## src/rtl/axi_read_arbiter.sv

```systemverilog
// axi_read_arbiter: shares one AXI read channel between N_PORTS cache miss
// engines. Start-read pulses are latched per port, one owner is selected by
// fixed priority or round-robin, the burst is launched, and completion is
// steered back to the owner. An optional watchdog abandons a burst whose
// r_last never arrives.
module axi_read_arbiter #(
  parameter int N_PORTS        = 2,
  parameter int RR_MODE        = 0,
  parameter int TIMEOUT_CYCLES = 0,
  parameter int CNT_W          = 16,
  localparam int ID_W          = (N_PORTS > 1) ? $clog2(N_PORTS) : 1
) (
  input  logic               clk,
  input  logic               arstn,
  input  logic [N_PORTS-1:0] i_start_read,
  input  logic               i_read_last_axi,
  output logic               o_start_read_axi,
  output logic [N_PORTS-1:0] o_grant,
  output logic [ID_W-1:0]    o_grant_id,
  output logic               o_busy,
  output logic [N_PORTS-1:0] o_read_last,
  output logic [N_PORTS-1:0] o_pending,
  output logic               o_timeout,
  output logic               o_timeout_sticky
);

  typedef enum logic [1:0] {
    S_IDLE  = 2'd0,
    S_START = 2'd1,
    S_WAIT  = 2'd2
  } state_t;

  state_t             state_q, state_d;
  logic [N_PORTS-1:0] pending_q;
  logic [N_PORTS-1:0] grant_q;
  logic [ID_W-1:0]    grant_id_q;
  logic [ID_W-1:0]    rr_ptr_q;
  logic [CNT_W-1:0]   cnt_q;
  logic               sticky_q;

  logic               win_found;
  logic [ID_W-1:0]    win_id;
  logic [ID_W-1:0]    cand;
  logic [ID_W-1:0]    rr_next;
  logic [N_PORTS-1:0] clear_mask;
  logic               grant_set;
  logic               start_pulse;
  logic               last_ok;
  logic               timeout_hit;

  // Winner search over the registered pending vector (never the raw pulses).
  // NOTE: every signal written in an always_comb gets a default first, so no
  // path leaves it unassigned and no latch is inferred.
  always_comb begin
    win_found = 1'b0;
    win_id    = '0;
    cand      = '0;
    for (int i = 0; i < N_PORTS; i++) begin
      cand = (RR_MODE != 0) ? ID_W'((int'(rr_ptr_q) + i) % N_PORTS) : ID_W'(i);
      if (!win_found && pending_q[cand]) begin
        win_found = 1'b1;
        win_id    = cand;
      end
    end
  end

  assign rr_next    = (win_id == ID_W'(N_PORTS - 1)) ? '0 : win_id + 1'b1;
  assign clear_mask = grant_set ? (N_PORTS'(1) << win_id) : '0;

  // Next-state and per-cycle strobes; r_last beats the watchdog on a tie.
  always_comb begin
    state_d     = state_q;
    grant_set   = 1'b0;
    start_pulse = 1'b0;
    last_ok     = 1'b0;
    timeout_hit = 1'b0;
    case (state_q)
      S_IDLE: begin
        if (win_found) begin
          grant_set = 1'b1;
          state_d   = S_START;
        end
      end
      S_START: begin
        start_pulse = 1'b1;
        state_d     = S_WAIT;
      end
      S_WAIT: begin
        if (i_read_last_axi) begin
          last_ok = 1'b1;
          state_d = S_IDLE;
        end else if (TIMEOUT_CYCLES != 0 &&
                     cnt_q == CNT_W'(TIMEOUT_CYCLES - 1)) begin
          timeout_hit = 1'b1;
          state_d     = S_IDLE;
        end
      end
      default: state_d = S_IDLE;
    endcase
  end

  // State register.
  // NOTE: sequential state uses non-blocking assignments so every flop samples
  // the pre-edge values regardless of block ordering.
  always_ff @(posedge clk or negedge arstn) begin
    if (!arstn) state_q <= S_IDLE;
    else        state_q <= state_d;
  end

  // Request latching; a grant clears its own bit even if re-pulsed that cycle.
  always_ff @(posedge clk or negedge arstn) begin
    if (!arstn) pending_q <= '0;
    else        pending_q <= (pending_q | i_start_read) & ~clear_mask;
  end

  // Owner bookkeeping: latch winner on grant, drop ownership on return to IDLE.
  always_ff @(posedge clk or negedge arstn) begin
    if (!arstn) begin
      grant_q    <= '0;
      grant_id_q <= '0;
      rr_ptr_q   <= '0;
    end else if (grant_set) begin
      grant_q    <= N_PORTS'(1) << win_id;
      grant_id_q <= win_id;
      rr_ptr_q   <= rr_next;
    end else if (state_d == S_IDLE) begin
      grant_q    <= '0;
      grant_id_q <= '0;
    end
  end

  // Watchdog counter: cleared at launch, saturating count while waiting.
  always_ff @(posedge clk or negedge arstn) begin
    if (!arstn)                                 cnt_q <= '0;
    else if (state_q == S_START)                cnt_q <= '0;
    else if (state_q == S_WAIT && cnt_q != '1)  cnt_q <= cnt_q + 1'b1;
  end

  // Sticky timeout flag, cleared only by reset.
  always_ff @(posedge clk or negedge arstn) begin
    if (!arstn)           sticky_q <= 1'b0;
    else if (timeout_hit) sticky_q <= 1'b1;
  end

  assign o_start_read_axi = start_pulse;
  assign o_grant          = grant_q;
  assign o_grant_id       = grant_id_q;
  assign o_busy           = (state_q != S_IDLE);
  assign o_read_last      = last_ok ? grant_q : '0;
  assign o_pending        = pending_q;
  assign o_timeout        = timeout_hit;
  assign o_timeout_sticky = sticky_q;

endmodule
```

## config.mk

```make
export PLATFORM = sky130hd
export DESIGN_NAME = axi_read_arbiter
export DESIGN_NICKNAME = d
export VERILOG_FILES = /design/src/rtl/axi_read_arbiter.sv
export SDC_FILE = /design/constraint.sdc
export NUM_CORES = 1
export LEC_CHECK = 0
export ABC_AREA = 1
export CAP_MARGIN = 20
export CORE_AREA = 5 5 42 44
export CTS_BUF_LIST = sky130_fd_sc_hd__clkbuf_2 sky130_fd_sc_hd__clkbuf_4 sky130_fd_sc_hd__clkbuf_8
export CTS_CLUSTER_DIAMETER = 30
export DETAILED_ROUTE_END_ITERATION = 10
export DIE_AREA = 0 0 47 49
export SLEW_MARGIN = 20
export SYNTH_ARGS = -nofsm -noshare
export SYNTH_HDL_FRONTEND = slang
export SYNTH_SLANG_ARGS = --single-unit
```

## constraint.sdc

```tcl
create_clock -name clk -period 1.98 [get_ports clk]
set_clock_uncertainty 0.1 [all_clocks]
set_input_delay 0.396 -clock clk [delete_from_list [all_inputs] [get_ports clk]]
set_output_delay 0.396 -clock clk [all_outputs]
set_load 0.02 [all_outputs]
```

==> results.cfg, run 1 <==
[run_status]
outcome = complete, no violations

[clocking]
clock_tree.buffer_depth = 2
cts_root_buffer = clkbuf_4
htreeDepth = 1
cts.sinks = 6
cts_made_buffers = 3
ctsHoldBuffers = 0
cts.reportedPaths.clkPinSlew_ps = 40
clk_latency_ps = 240
cts_tree = yes

[sta]
setup_violations = 0
final_hold_viol_count = 0
max_freq_ghz = 0.5255
timing.final.crit_share = 0.9610
drv_slew = 0
grt_setup_unrepaired = no
holdWs_ps = 296.6
fin_crit_ps = 1903

[placement]
numPortBuffers = 13
place_inst = 62
place.gp.congestion = 0.7674
dpl.hpwl_um = 499.1

[floorplan]
dieArea_um2 = 2303
die_y_um = 49
rows = 14
core_um2 = 1401
start_util = 0.2054
pin_count = 16
die_x_um = 47

[worst_setup_path]
worstSetupStartpointType = input pin
cp-end-kind = primary output
cp.arrival_ps = 1410
cp_data_required_time_ps = 1480
worstPathMaxFanout = 2
critPathKind = in -> out

[global_route]
grt_start_max_net_pins = 7
antenna_found_initial = 0
grt_usage = 0.06157
grt_pass1_vias = 266
grt-ovfl-total = 0
grt_pass1_wl_mm = 1.007

[synth]
seq_area_frac_synth = 0.5217
synth_area_leaders = dfrtp_1 52%, buf_4 7.8%, nand2_1 7.8%
avgSynthCellArea_um2 = 8.222
synth_top_area_frac = 0.5217
ys_ff_latch = 6
synth_top_area_cell = dfrtp_1
yosys_warnings = 0
synthDistinctLibCells = 13
syn_area_um2 = 287.8
syn-instance-count = 35

[cells_and_area]
n_antenna_cell = 0
drive_above_1_share = 0.08163
syn_to_final_growth_pct = 53.48
nets = 56
multi_input_area_um2 = 100.1
stdcell_count = 65
n_fill_cell = 162
seq_area_um2 = 150.1

[flow_run]
drv_cap = 0

[detailed_routing]
wire_per_inst_um = 9.308
drt_wl_total_um = 605
vias_per_cell = 4.046
vias = 263
wl_met2_um = 242
wl_met1_um = 258
drt_pre_antenna_iters = 3
remaining_drc_errors = 0
wl_met3_um = 92
dr.first_iter.drc_count = 10
postRouteAntennaNets = 0
top_layer_used = met4

[min_path]
min_path_type = in -> async

[power]
ir_drop_mv = 0.5344
powerDensity_nw_per_um2 = 1584
p_leak_nw = 0.2216
-- power breakdown --
part           total (mW)  switching (mW)  internal, mW
registers           0.226          0.0481         0.178
clock network       0.108          0.0400        0.0683
logic               0.366           0.204         0.162
-- path summary, 6_finish.rpt --
path | end | cells past startpoint | slack, ps | start
hold / removal | o_pending[1]$_DFF_PN0_ | 1 | 300 | arstn
hold reg to reg | o_pending[0]$_DFF_PN0_ | 1 | 450 | o_pending[0]$_DFF_PN0_
min in group clk | o_pending[0]$_DFF_PN0_ | 1 | 450 | o_pending[0]$_DFF_PN0_
max in group asynchronous | o_grant[0]$_DFFE_PN0P_ | 1 | 1270 | arstn
setup / recovery | o_read_last[0] | 4 | 80 | i_read_last_axi
setup reg to reg | o_pending[0]$_DFF_PN0_ | 3 | 900 | state_q[1]$_DFF_PN0_
-- metal layers --
metal | up-vias | global-route usage
li1 | 132 | -
met1 | 113 | 0.07366
met2 | 16 | 0.08145
met3 | 2 | 0.02214
met4 | 0 | 0.05530
met5 | - | 0
-- cells by family (layout without fill, tap and decap cells) --
group,after synthesis,in the layout,share of synthesized area
and+or+nand+nor,17,17,0.2609
buffers and inverters,8,21,0.1435
DFF,6,6,0.5217
AOI/OAI and AO/OA,3,3,0.06085
other,1,2,0.01303
-- repair_timing --
action / CTS / global route
setup buffers: 0 / 0
gates resized for setup: 2 / 1
endpoints found under the setup margin: 2 / 1
-- stage by stage --
step / power (mW) / setup WS [ps] / cell area [µm²] / TNS (ps) / util
6_report: 0.6997 / 77.22 / 441.7 / 0 / 0.3152
5_1_grt: 0.7624 / 6.980 / 441.7 / 0 / 0.3152
4_1_cts: 0.7146 / 52.71 / 439.2 / 0 / 0.3134
3_5_place_dp: 0.6035 / -206.5 / 419.2 / -408.4 / 0.2991
3_3_place_gp: 0.5961 / -199.7 / 419.2 / -397.0 / 0.2991
2_1_floorplan: 0.4449 / 646.5 / 291.5 / 0 / -
-- synth_stat cells --
library cell and n:
nand3_1 1, nand2_1 6, a21oi_1 1, o21ai_0 1, nor2_1 6, buf_4 3
o21a_1 1, nand4_1 2, dfrtp_1 6, inv_1 5, conb_1 1, and3_1 1
nand2_2 1
-- cell type report --
type,count,area share
Multi-Input combinational cell,22,0.2266
Timing Repair Buffer,13,0.2946
Tap cell,16,0.04533
Clock buffer,3,0.05099
Sequential cell,6,0.3399
Inverter,5,0.04249
-- flip-flops by register name (all words and copies together), names as in the netlist --
register / flops
o_grant: 1
o_grant_id: 1
o_pending: 2
state_q: 2
-- worst max-delay path, stage by stage --
cell	delay, ps
clkdlybuf4s50_1	480
nand3_1	100
nor2_1	90
dlygate4sd2_1	340
-- cells in the final DEF (no fill, tap or decap) --
master / Yosys / layout
clkdlybuf4s50_1: 0 / 10
nor2_1: 6 / 6
nand2_1: 6 / 6
dfrtp_1: 6 / 6
inv_1: 5 / 5
clkbuf_4: 0 / 3
nand4_1: 2 / 2
conb_1: 1 / 2
dlygate4sd2_1: 0 / 2
nand3_1: 1 / 1
nand2_2: 1 / 1
o21ai_0: 1 / 1
and3_1: 1 / 1
o21a_1: 1 / 1
a21oi_1: 1 / 1
dlymetal6s2s_1: 0 / 1
Power figures use the tool's default switching activity.
==> run 2, diff against run 1 <==
--- a/config.mk
+++ b/config.mk
@@ -12,6 +12,8 @@
 export CTS_CLUSTER_DIAMETER = 30
 export DETAILED_ROUTE_END_ITERATION = 10
 export DIE_AREA = 0 0 47 49
+export GPL_TIMING_DRIVEN = 0
+export MAX_ROUTING_LAYER = met4
 export SLEW_MARGIN = 20
 export SYNTH_ARGS = -nofsm -noshare
 export SYNTH_HDL_FRONTEND = slang
==> run 2 against run 1 <==
  * Register-to-register slack barely moved
  * Count of clock-buffer cells in the layout did not move
  * Largest power group unchanged
  * Critical path type unchanged
  * Sequential cell count did not move
  * Highest routed layer is now met3
  * First-iteration DRC count fell by 10%
  * Via count fell by 1.5%
  * Largest cell class is now non-clock buffers
==> results.cfg, run 2 (synthesis results as in run 1) <==
[run_status]
outcome = complete, no violations

[detailed_routing]
dr.first_iter.drc_count = 9
drt_pre_antenna_iters = 4
vias = 259
postRouteAntennaNets = 0
drt_wl_total_um = 591
remaining_drc_errors = 0
vias_per_cell = 3.809
wire_per_inst_um = 8.691

[floorplan]
pin_count = 16
rows = 14
core_um2 = 1401
start_util = 0.2054
die_x_um = 47
die_y_um = 49
dieArea_um2 = 2303

[worst_setup_path]
critical_path.top_delay_family = buffers and inverters
worstSetupStartpointType = input pin
cp-end-kind = primary output
cp_data_required_time_ps = 1480
crit_buf_inv = 2
cp_cell_sequence = clkdlybuf4s50_1, nand3_1, nor2_1, dlygate4sd2_1
critPathKind = in -> out
cp_slowest_cell = clkdlybuf4s50_1
cp.arrival_ps = 1400
worstPathMaxFanout = 2
max_stage_delay_ps = 480

[sta]
setup_violations = 0
max_freq_ghz = 0.5265
fin_crit_ps = 1899
drv_slew = 0
grt_setup_unrepaired = no
tns_ps = 0
final_hold_viol_count = 0
timing.final.crit_share = 0.9593

[clocking]
clock_tree.buffer_depth = 2
cts.sinks = 6
cts_tree = yes
htreeDepth = 1
clk_latency_ps = 240
cts.reportedPaths.clkPinSlew_ps = 50
ctsHoldBuffers = 0
cts_made_buffers = 3
cts_root_buffer = clkbuf_4

[power]
power.total_mw = 0.7120
ir_drop_mv = 0.6355
p_leak_nw = 0.2343
powerDensity_nw_per_um2 = 1530

[global_route]
grt_start_max_net_pins = 7
grt_usage = 0.06032
grt-busiest-layer = met1
met3_usage = 0.03321
grt_pass1_vias = 236
met2_usage = 0.06561
antenna_found_initial = 0
grtUsageMet1 = 0.08072
grt_pass1_wl_um = 938
grt-ovfl-total = 0

[cells_and_area]
nets = 59
final_cell_mix = 10 x clkdlybuf4s50_1, 6 x nor2_1, 6 x nand2_1, 6 x dfrtp_1, 5 x inv_1
fin_util = 0.3321
fin_area_um2 = 465.4
n_fill_cell = 161
multi_input_area_um2 = 100.1
stdcell_count = 68
n_antenna_cell = 0
seq_area_um2 = 150.1
layout_commonest_cell = clkdlybuf4s50_1
drive_above_1_share = 0.1346
syn_to_final_growth_pct = 61.74

[placement]
placed_area_um2 = 441.7
dpl.hpwl_um = 468.6
place_inst = 65
numPortBuffers = 13
place.gp.congestion = 0.7905

[min_path]
min_path_type = in -> async

[flow_run]
drv_cap = 0
## run 2: cell count changes in the layout (fill, tap and decap cells not counted)
cell             before  now
buf_4                 0    3
dlygate4sd2_1         2    1
clkdlybuf4s15_1       0    1
## run 2: worst reg2reg max path: stages, from the launching register on
cell     delay (ps)
dfrtp_1         420
nor2_1          220
nand2_1         120
o21a_1          120
## run 2: layout make-up
class	count	share of cell area
Multi-Input combinational cell	22	0.2151
Inverter	5	0.04032
Buffer	3	0.04839
Tap cell	16	0.04301
Clock buffer	3	0.04839
Timing Repair Buffer	13	0.2823
Sequential cell	6	0.3226
## run 2: power by group
part           leakage, nW  internal, mW  switching, mW  total (mW)
Sequential          0.0706         0.178         0.0459       0.224
Combinational        0.150         0.171          0.207       0.378
Clock               0.0138        0.0684         0.0419       0.110
Total                0.234         0.417          0.295       0.712
## run 2: timing repair
item	in CTS	in global routing
endpoints found under the setup margin	2	2
setup buffers	0	0
gates resized for setup	2	2
## run 2: layer usage
layer | vias to the layer above | routed length, µm
met5 | - | 0
met3 | 0 | 97
li1 | 139 | -
met1 | 102 | 294
met4 | 0 | 0
met2 | 18 | 199
## run 2: path summary, 6_finish.rpt
check / cells past startpoint / startpoint / to / slack, ps
setup / recovery: 4 / i_read_last_axi / o_read_last[1] / 80
hold / removal: 1 / arstn / state_q[1]$_DFF_PN0_ / 290
setup reg to reg: 3 / state_q[1]$_DFF_PN0_ / o_pending[0]$_DFF_PN0_ / 890
hold reg to reg: 1 / o_pending[0]$_DFF_PN0_ / o_pending[0]$_DFF_PN0_ / 440
max in group asynchronous: 1 / arstn / o_grant_id$_DFFE_PN0P_ / 1270
min in group clk: 1 / o_pending[0]$_DFF_PN0_ / o_pending[0]$_DFF_PN0_ / 440
## run 2: metrics by stage
| step | worst slack [ps] | hold slack (ps) |
|---|---|---|
| 2_1_floorplan | 646.5 | 0.4089 |
| 3_3_place_gp | -200.7 | 438.9 |
| 3_5_place_dp | -208.0 | 432.0 |
| 4_1_cts | 49.12 | 296.9 |
| 5_1_grt | 0.4815 | 312.3 |
| 6_report | 80.60 | 292.7 |
